==> config.mk <==
export PLATFORM = sky130hd
export DESIGN_NAME = cic_decimator
export DESIGN_NICKNAME = d
export VERILOG_FILES = /design/src/rtl/cic_pkg.sv /design/src/rtl/cic_comb_stage.sv /design/src/rtl/cic_decimator.sv
export SDC_FILE = /design/constraint.sdc
export NUM_CORES = 1
export LEC_CHECK = 0
export ABC_AREA = 1
export BUFFER_PORTS_ARGS = -buffer_cell sky130_fd_sc_hd__buf_4
export CORE_ASPECT_RATIO = 2
export CORE_MARGIN = 2
export CORE_UTILIZATION = 45
export DETAILED_ROUTE_END_ITERATION = 6
export PLACE_DENSITY = 0.71
export SETUP_SLACK_MARGIN = 0.4
export SLEW_MARGIN = 5
export SYNTH_ARGS = -nofsm -noshare
export SYNTH_HDL_FRONTEND = slang
export SYNTH_SLANG_ARGS = --single-unit
export TNS_END_PERCENT = 10
==> constraint.sdc <==
create_clock -name clock -period 5.3 [get_ports clock]
set_input_delay 0.265 -clock clock [delete_from_list [all_inputs] [get_ports clock]]
set_output_delay 0.265 -clock clock [all_outputs]
set_load 0.02 [all_outputs]
==> src/rtl/cic_pkg.sv <==
// Shared constants, types and width helper for the CIC decimator
// (cic_decimator, cic_comb_stage).
package cic_pkg;

  localparam int CIC_N_STAGES_DEF = 3;
  localparam int CIC_R_DEF        = 8;
  localparam int CIC_IN_W_DEF     = 8;
  localparam int CIC_OUT_W_DEF    = 8;
  localparam int CIC_MAX_STAGES   = 6;

  // Bit 0 is the capture-stage valid, bit k+1 the valid of comb stage k.
  typedef logic [CIC_MAX_STAGES:0] comb_valid_t;

  // Bit growth of an N-stage, M=1 CIC is N*log2(R) on top of the input width.
  function automatic int cic_acc_w(input int in_w, input int n, input int r);
    return in_w + n * $clog2(r);
  endfunction

endpackage

==> src/rtl/cic_comb_stage.sv <==
// One M=1 comb section: y = x - x_prev at the decimated rate, with valid pass-through.
module cic_comb_stage
  import cic_pkg::*;
#(
  parameter int W = cic_acc_w(CIC_IN_W_DEF, CIC_N_STAGES_DEF, CIC_R_DEF)
) (
  input  logic                clock,
  input  logic                nreset,
  input  logic                in_valid,
  input  logic signed [W-1:0] x,
  output logic                out_valid,
  output logic signed [W-1:0] y
);

  logic signed [W-1:0] delay;

  always_ff @(posedge clock) begin
    if (!nreset) begin
      out_valid <= 1'b0;
      y         <= '0;
      delay     <= '0;
    end else begin
      out_valid <= in_valid;
      if (in_valid) begin
        y     <= x - delay;
        delay <= x;
      end
    end
  end

endmodule

==> src/rtl/cic_decimator.sv <==
// N-stage CIC decimator (M=1). Define CIC_ROUND_EN for round-half-up output
// scaling with positive saturation; otherwise the output is floor-truncated.
module cic_decimator
  import cic_pkg::*;
#(
  parameter  int N_STAGES = CIC_N_STAGES_DEF,
  parameter  int R        = CIC_R_DEF,
  parameter  int IN_W     = CIC_IN_W_DEF,
  parameter  int OUT_W    = CIC_OUT_W_DEF,
  localparam int ACC_W    = cic_acc_w(IN_W, N_STAGES, R)
) (
  input  logic                    clock,
  input  logic                    nreset,
  input  logic                    in_valid,
  input  logic signed [IN_W-1:0]  din,
  output logic                    out_valid,
  output logic signed [OUT_W-1:0] dout,
  output logic signed [ACC_W-1:0] dout_full
);

  localparam int          PH_W      = $clog2(R);
  localparam int          SH        = ACC_W - OUT_W;
  localparam comb_valid_t LAST_MASK = comb_valid_t'(1) << N_STAGES;

  logic [PH_W-1:0]         phase;
  logic                    strobe;
  logic signed [ACC_W-1:0] din_ext;
  logic signed [ACC_W-1:0] integ [N_STAGES];
  logic signed [ACC_W-1:0] cap_data;
  logic                    cap_valid;
  logic signed [ACC_W-1:0] comb_data [N_STAGES+1];
  comb_valid_t             valid_chain;

  // R is a power of two, so the last phase is all ones and phase wraps for free.
  assign strobe  = in_valid && (&phase);
  assign din_ext = {{(ACC_W-IN_W){din[IN_W-1]}}, din};

  always_ff @(posedge clock) begin
    if (!nreset) begin
      // NOTE: the integrator array is state, not storage; leaving it unreset
      // would let stale sums leak into the first outputs after reset.
      for (int k = 0; k < N_STAGES; k++) integ[k] <= '0;
      phase     <= '0;
      cap_data  <= '0;
      cap_valid <= 1'b0;
    end else begin
      cap_valid <= strobe;
      if (strobe) cap_data <= integ[N_STAGES-1];
      if (in_valid) begin
        phase    <= phase + 1'b1;
        // NOTE: non-blocking updates make every right-hand integ[k-1] its
        // pre-update value, which is exactly the cascade behaviour wanted.
        integ[0] <= integ[0] + din_ext;
        for (int k = 1; k < N_STAGES; k++) integ[k] <= integ[k] + integ[k-1];
      end
    end
  end

  assign comb_data[0]   = cap_data;
  assign valid_chain[0] = cap_valid;

  for (genvar k = 0; k < N_STAGES; k++) begin : g_comb
    cic_comb_stage #(.W(ACC_W)) u_comb (
      .clock     (clock),
      .nreset    (nreset),
      .in_valid  (valid_chain[k]),
      .x         (comb_data[k]),
      .out_valid (valid_chain[k+1]),
      .y         (comb_data[k+1])
    );
  end

  if (N_STAGES < CIC_MAX_STAGES) begin : g_valid_pad
    assign valid_chain[CIC_MAX_STAGES:N_STAGES+1] = '0;
  end

  assign out_valid = |(valid_chain & LAST_MASK);
  // The last comb only updates on its valid, so both outputs hold between pulses.
  assign dout_full = comb_data[N_STAGES];

`ifdef CIC_ROUND_EN
  if (SH == 0) begin : g_round_none
    assign dout = OUT_W'(dout_full);
  end else begin : g_round
    localparam logic signed [ACC_W:0] HALF    = (ACC_W+1)'(64'sd1 <<< (SH-1));
    localparam logic signed [ACC_W:0] OUT_MAX = (ACC_W+1)'((64'sd1 <<< (OUT_W-1)) - 64'sd1);

    logic signed [ACC_W:0] rnd_sum;
    logic signed [ACC_W:0] rnd_shift;

    always_comb begin
      // NOTE: every path assigns dout, so no latch is inferred.
      rnd_sum   = {dout_full[ACC_W-1], dout_full} + HALF;
      rnd_shift = rnd_sum >>> SH;
      dout      = rnd_shift[OUT_W-1:0];
      if (rnd_shift > OUT_MAX) dout = OUT_MAX[OUT_W-1:0];
    end
  end
`else
  assign dout = OUT_W'(dout_full >>> SH);
`endif

endmodule
Yosys cells after proc, flatten, opt, wreduce, memory -nomap -nowiden:

Memories as Yosys holds them, arrays and structs flattened.
Cells that the tools add are included.

* add/subtract/negate cells: 7
* bitwise logic cells: 3
* multiplexer cells: 7
* reductions and logical operators: 2

Operators with widths (count)
* 2-to-1 mux 17 bit: 3
* subtractor 17 bit: 3
* adder 17 bit: 2
* adder 17 x 8 -> 17 bit: 1
* 2-to-1 mux 1 bit: 4
* adder 3 x 1 -> 3 bit, second input constant: 1
* bitwise OR 1 bit: 3
* AND reduction 3 bit: 1
* logical AND 1 bit: 1

* input bits: 11
* memories kept: 1
* bits in writable memories: 51
* register bits after elaboration: 126
* logic and storage cells: 32

Memory list
* integ: depth 3, bits a word 17, rd ports 3, clocked after memory_dff 0, write ports 3, line cic_decimator.sv:28 `logic signed [ACC_W-1:0] integ [N_STAGES];`

Logic depth before layout (Yosys ltp):

* word-level depth: 4
* depth in mapped cells: 14
* mapped depth without buffers: 14

Modules after synthesis:

Synthesis repeated with hierarchy kept, for this count alone.

* cells, all modules: 1928
* area, all modules: 12540.8 µm²

By module, submodules not included
* cic_comb_stage: sequential area each 700.7 µm², area an instance 2332.2 µm², cells each 376, instances 3
* cic_decimator: sequential area each 1951.9 µm², area an instance 5544.1 µm², cells each 800, instances 1

Worst setup path before layout:

No wires, ideal clock.

* path type: reg2reg
* start point: mem integ[0][17] in the netlist's numbering
* end point: mem integ[0][44] in the netlist's numbering, data pin
* arrival time: 1591 ps
* path buffers: 0
* library setup time: 255 ps
* stages on the path, launching flop included: 11
* slack: 3453 ps
* cell sequence: edfxtp_1 ha_1 fa_1 nand2_1 nand2_1 nand2_1 o21bai_2 nand2_1 nand2_1 o21ai_0 nor2_1

RTL lines (line)
* start: declaration: cic_decimator.sv:28

==> results.md <==
* Hold depth at 3
* CTS max path bufs at 2
* Power Internal at 2.21 mW
* Clock insertion delay at the later pin of the skew report at around 0.45 ns
* Non-filler instance count after layout at between 2000 and 2500
* Startpoint type of the worst setup path: flip-flop
* Number of remaining DRC errors at 0
* Initial cell density of the core at 0.454
* Average via count per standard cell at roughly 4.8
* Total power of the final layout at a little over 3 mW
* Number of rows created at floorplan at 85
* Placement-stage cell area at roughly 12000 um2
* Fin. max-slew vios at 0
* Seq cells post-synth at about 180
* Min cycle time layout at roughly 2.7 ns
* Flop pwr share at 0.478
* Layout fillers at ~2700
* # placed instances at 2123
* Combinational power share at 0.154
* Arrival time worst endpoint at between 3 and 4 ns
* Total number of nets in the final design at around 1900
* Leakage at 6.47 nW
* Power dissipated by switching net loads at around 0.9 mW
* Number of unique standard cell types used by synthesis at 38
* Largest net degree at the start of global routing at between 90 and 100
* Clock power frac at 0.368
* IO buf count at 36
* Worst Skew at between 0.01 and 0.015 ns
* Clock root cell: sky130_fd_sc_hd__clkbuf_16
* Yosys warning count at 0
* Initial detailed-routing violation count at 680
* Slew @ Worst Pin at roughly 1.0 ns
* Total Die Area at between 20000 and 30000 um2
* Net count after synthesis at around 1900
* Class of the most critical hold timing path: input port to flip-flop
* Finished Core Util at 0.487
* Synthesized cell area at between 10000 and 15000 um2
* Most frequently used flop master after synthesis: sky130_fd_sc_hd__dfxtp_1
* Postcts setup bufs at 0
* Via count of the first global-routing pass at a little under 10000
* Final number of hold-violating endpoints at 0
* Gr usage total at 0.190
* Total setup violations reported at the end of the flow at 0
* Setup repair after global routing missed its margin: no
* Per-cell routed wire length at ~12 um
* Sequential cell area fraction in the yosys report at 0.334
* Ratio of total power to cell area at between 200 and 250 nW/um2
* Height of the die at about 240 um
* Placeable core region at between 20000 and 30000 um2
* Number of cells produced by synthesis at about 1800
* Critical register-to-register path endpoint: g_comb[0].u_comb.delay[8]$_SDFFE_PN0P_
* Gp weighted congestion at ~0.9
* # hold bufs at CTS at 0
* Max rail drop VDD at about 0.24 mV
* CTS Sinks at roughly 180
* Net Sw Frac at 0.286
* GRT Residual Overflow at 0
* Quantity of gates resized following cts at 0
* Setup total negative slack at 0 ns
* Fmax at roughly 370 MHz
* Worst flop-to-flop path startpoint: cap_valid$_SDFF_PN0_
* DPL Wire Length at ~18000 um
* Wire length of the first global-routing pass at around 45000 um
* Routed WL at roughly 25000 um
* Clock buffers created by TritonCTS at 17
* Status: finished, final reports clean
* Most common cell after layout, fill and taps aside: sky130_fd_sc_hd__nand2_1
* Initial antenna violation count at 0
* Number of nets still failing antenna checks after routing at 0
* Worst-path clk slew at 0.07 ns
* Cell types with the largest area share after synthesis: sky130_fd_sc_hd__dfxtp_1 (21%), sky130_fd_sc_hd__nand2_1 (13%), sky130_fd_sc_hd__edfxtp_1 (13%), sky130_fd_sc_hd__ha_1 (10%), sky130_fd_sc_hd__inv_1 (9.8%)
* Yosys top cell by area: sky130_fd_sc_hd__dfxtp_1
* Proportion of layout cells with a drive suffix above 1 at 0.0576
* Setup Slack @ Placement at 2.53 ns
* TritonCTS clock tree: yes
* Worst slack on hold paths at between 0.09 and 0.1 ns
* Relative max-transition margin at 0.306
* Number of H-tree levels at 4
* Final worst path period share at 0.510
* Launch point of the worst path: cap_valid$_SDFF_PN0_
* Fraction of synthesis flops using an asynchronous set or reset pin at 0
* Antenna diodes at 0
* Die Span X at around 120 um
* Required time reported for the critical path endpoint at around 5.6 ns
* Count of flip-flops with a built-in enable after synthesis at between 50 and 60
* Last element of the critical path: g_comb[0].u_comb.delay[8]$_SDFFE_PN0P_
* Max FO, Critical Path at 37
* Area share of the leading cell type in the synthesized netlist at 0.208
* Top-Level Pins at 37
* Critical path endpoint category: flip-flop
* Most used cells in the layout excluding fill and tap cells: sky130_fd_sc_hd__nand2_1 (423), sky130_fd_sc_hd__inv_1 (316), sky130_fd_sc_hd__nor2_1 (203)
* Setup Crit Path Kind: flip-flop to flip-flop
* Synth Area per Inst at 6.72 um2
* DR vias at between 10000 and 15000
* Pre-Repair DR Iteration Count at 5
* Cell area after layout at 13000 um2
* Worst Reg-to-Reg Cells at 3
* Area growth syn-to-layout at 7.23%
* Total of max-cap violations at 0
* Worst setup margin at 2.60 ns
* Worst setup slack for register-to-register paths at approximately 2.6 ns
==> power by group through the flow <==
stage                     Combinational (mW)  Clock, mW  Sequential (mW)
after detailed placement               0.470          0             1.51
after global routing                   0.548       1.22             1.49
final                                  0.477       1.14             1.48
after global placement                 0.463          0             1.51
after floorplan                        0.372          0             1.49
after CTS                              0.472       1.17             1.48
==> sequential cells by signal (all words and copies together), names as in the netlist <==
register	flops
g_comb.u_comb.delay	51
cap_valid	1
phase	3
g_comb.u_comb.out_valid	3
cap_data	17
integ	51
g_comb.u_comb.y	51
==> Yosys cell counts, types with 8 or more instances <==
library cell	number
sky130_fd_sc_hd__nand2_2	14
sky130_fd_sc_hd__inv_1	316
sky130_fd_sc_hd__edfxtp_1	51
sky130_fd_sc_hd__o21ai_0	144
sky130_fd_sc_hd__xnor2_1	9
sky130_fd_sc_hd__clkbuf_1	29
sky130_fd_sc_hd__nor2_1	203
sky130_fd_sc_hd__dfxtp_1	126
sky130_fd_sc_hd__nand2_1	423
sky130_fd_sc_hd__a21oi_1	169
sky130_fd_sc_hd__o21ai_2	9
sky130_fd_sc_hd__nand3_1	84
sky130_fd_sc_hd__ha_1	98
sky130_fd_sc_hd__xor2_1	15
sky130_fd_sc_hd__nor3_1	12
sky130_fd_sc_hd__buf_2	11
sky130_fd_sc_hd__nand4_1	8
sky130_fd_sc_hd__buf_4	25
==> how the worst min path moves through the flow <==
stage	slack [ns]	end	from
after floorplan	0.41	phase[0]$_SDFFE_PN0P_	in_valid
after detailed placement	0.45	g_comb[1].u_comb.delay[9]$_SDFFE_PN0P_	g_comb[1].u_comb.delay[9]$_SDFFE_PN0P_
final	0.1	phase[0]$_SDFFE_PN0P_	in_valid
after global placement	0.45	g_comb[2].u_comb.delay[12]$_SDFFE_PN0P_	g_comb[2].u_comb.delay[12]$_SDFFE_PN0P_
after CTS	0.08	phase[0]$_SDFFE_PN0P_	in_valid
after global routing	0.09	phase[0]$_SDFFE_PN0P_	in_valid
==> logic make-up after synthesis <==
kind of cell | count (synthesis) | share of synthesized area
buffers and inverters | 389 | 0.130
AO/OA/AOI/OAI | 339 | 0.146
adder cells (fa/ha/maj) | 104 | 0.111
AND/OR/NAND/NOR | 771 | 0.261
flip-flops | 177 | 0.334
XOR/XNOR | 24 | 0.0173
==> routing by layer <==
metal | vias to the layer above | part of all wire | global-route usage
li1 | 5692 | - | -
met1 | 4561 | 0.50 | 0.255
met2 | 150 | 0.45 | 0.310
met3 | 29 | 0.031 | 0.0300
met4 | 0 | 0.018 | 0.0627
met5 | - | 0 | 0
==> cell type report <==
class	count	area, um2	area share
Multi-Input combinational cell	1238	6500	0.500
Sequential cell	177	4050	0.312
Inverter	321	1200	0.0927
Clock buffer	22	454	0.0349
Tap cell	348	435	0.0335
Timing Repair Buffer	39	293	0.0225
Clock inverter	10	60.1	0.00462
==> critical path, stage by stage (launching register included) <==
cell and delay [ns]:
sky130_fd_sc_hd__dfxtp_1 1.01, sky130_fd_sc_hd__clkinv_1 1.04, sky130_fd_sc_hd__o21ai_0 0.44, sky130_fd_sc_hd__a21oi_1 0.06
(Power assumes the default switching activity.)
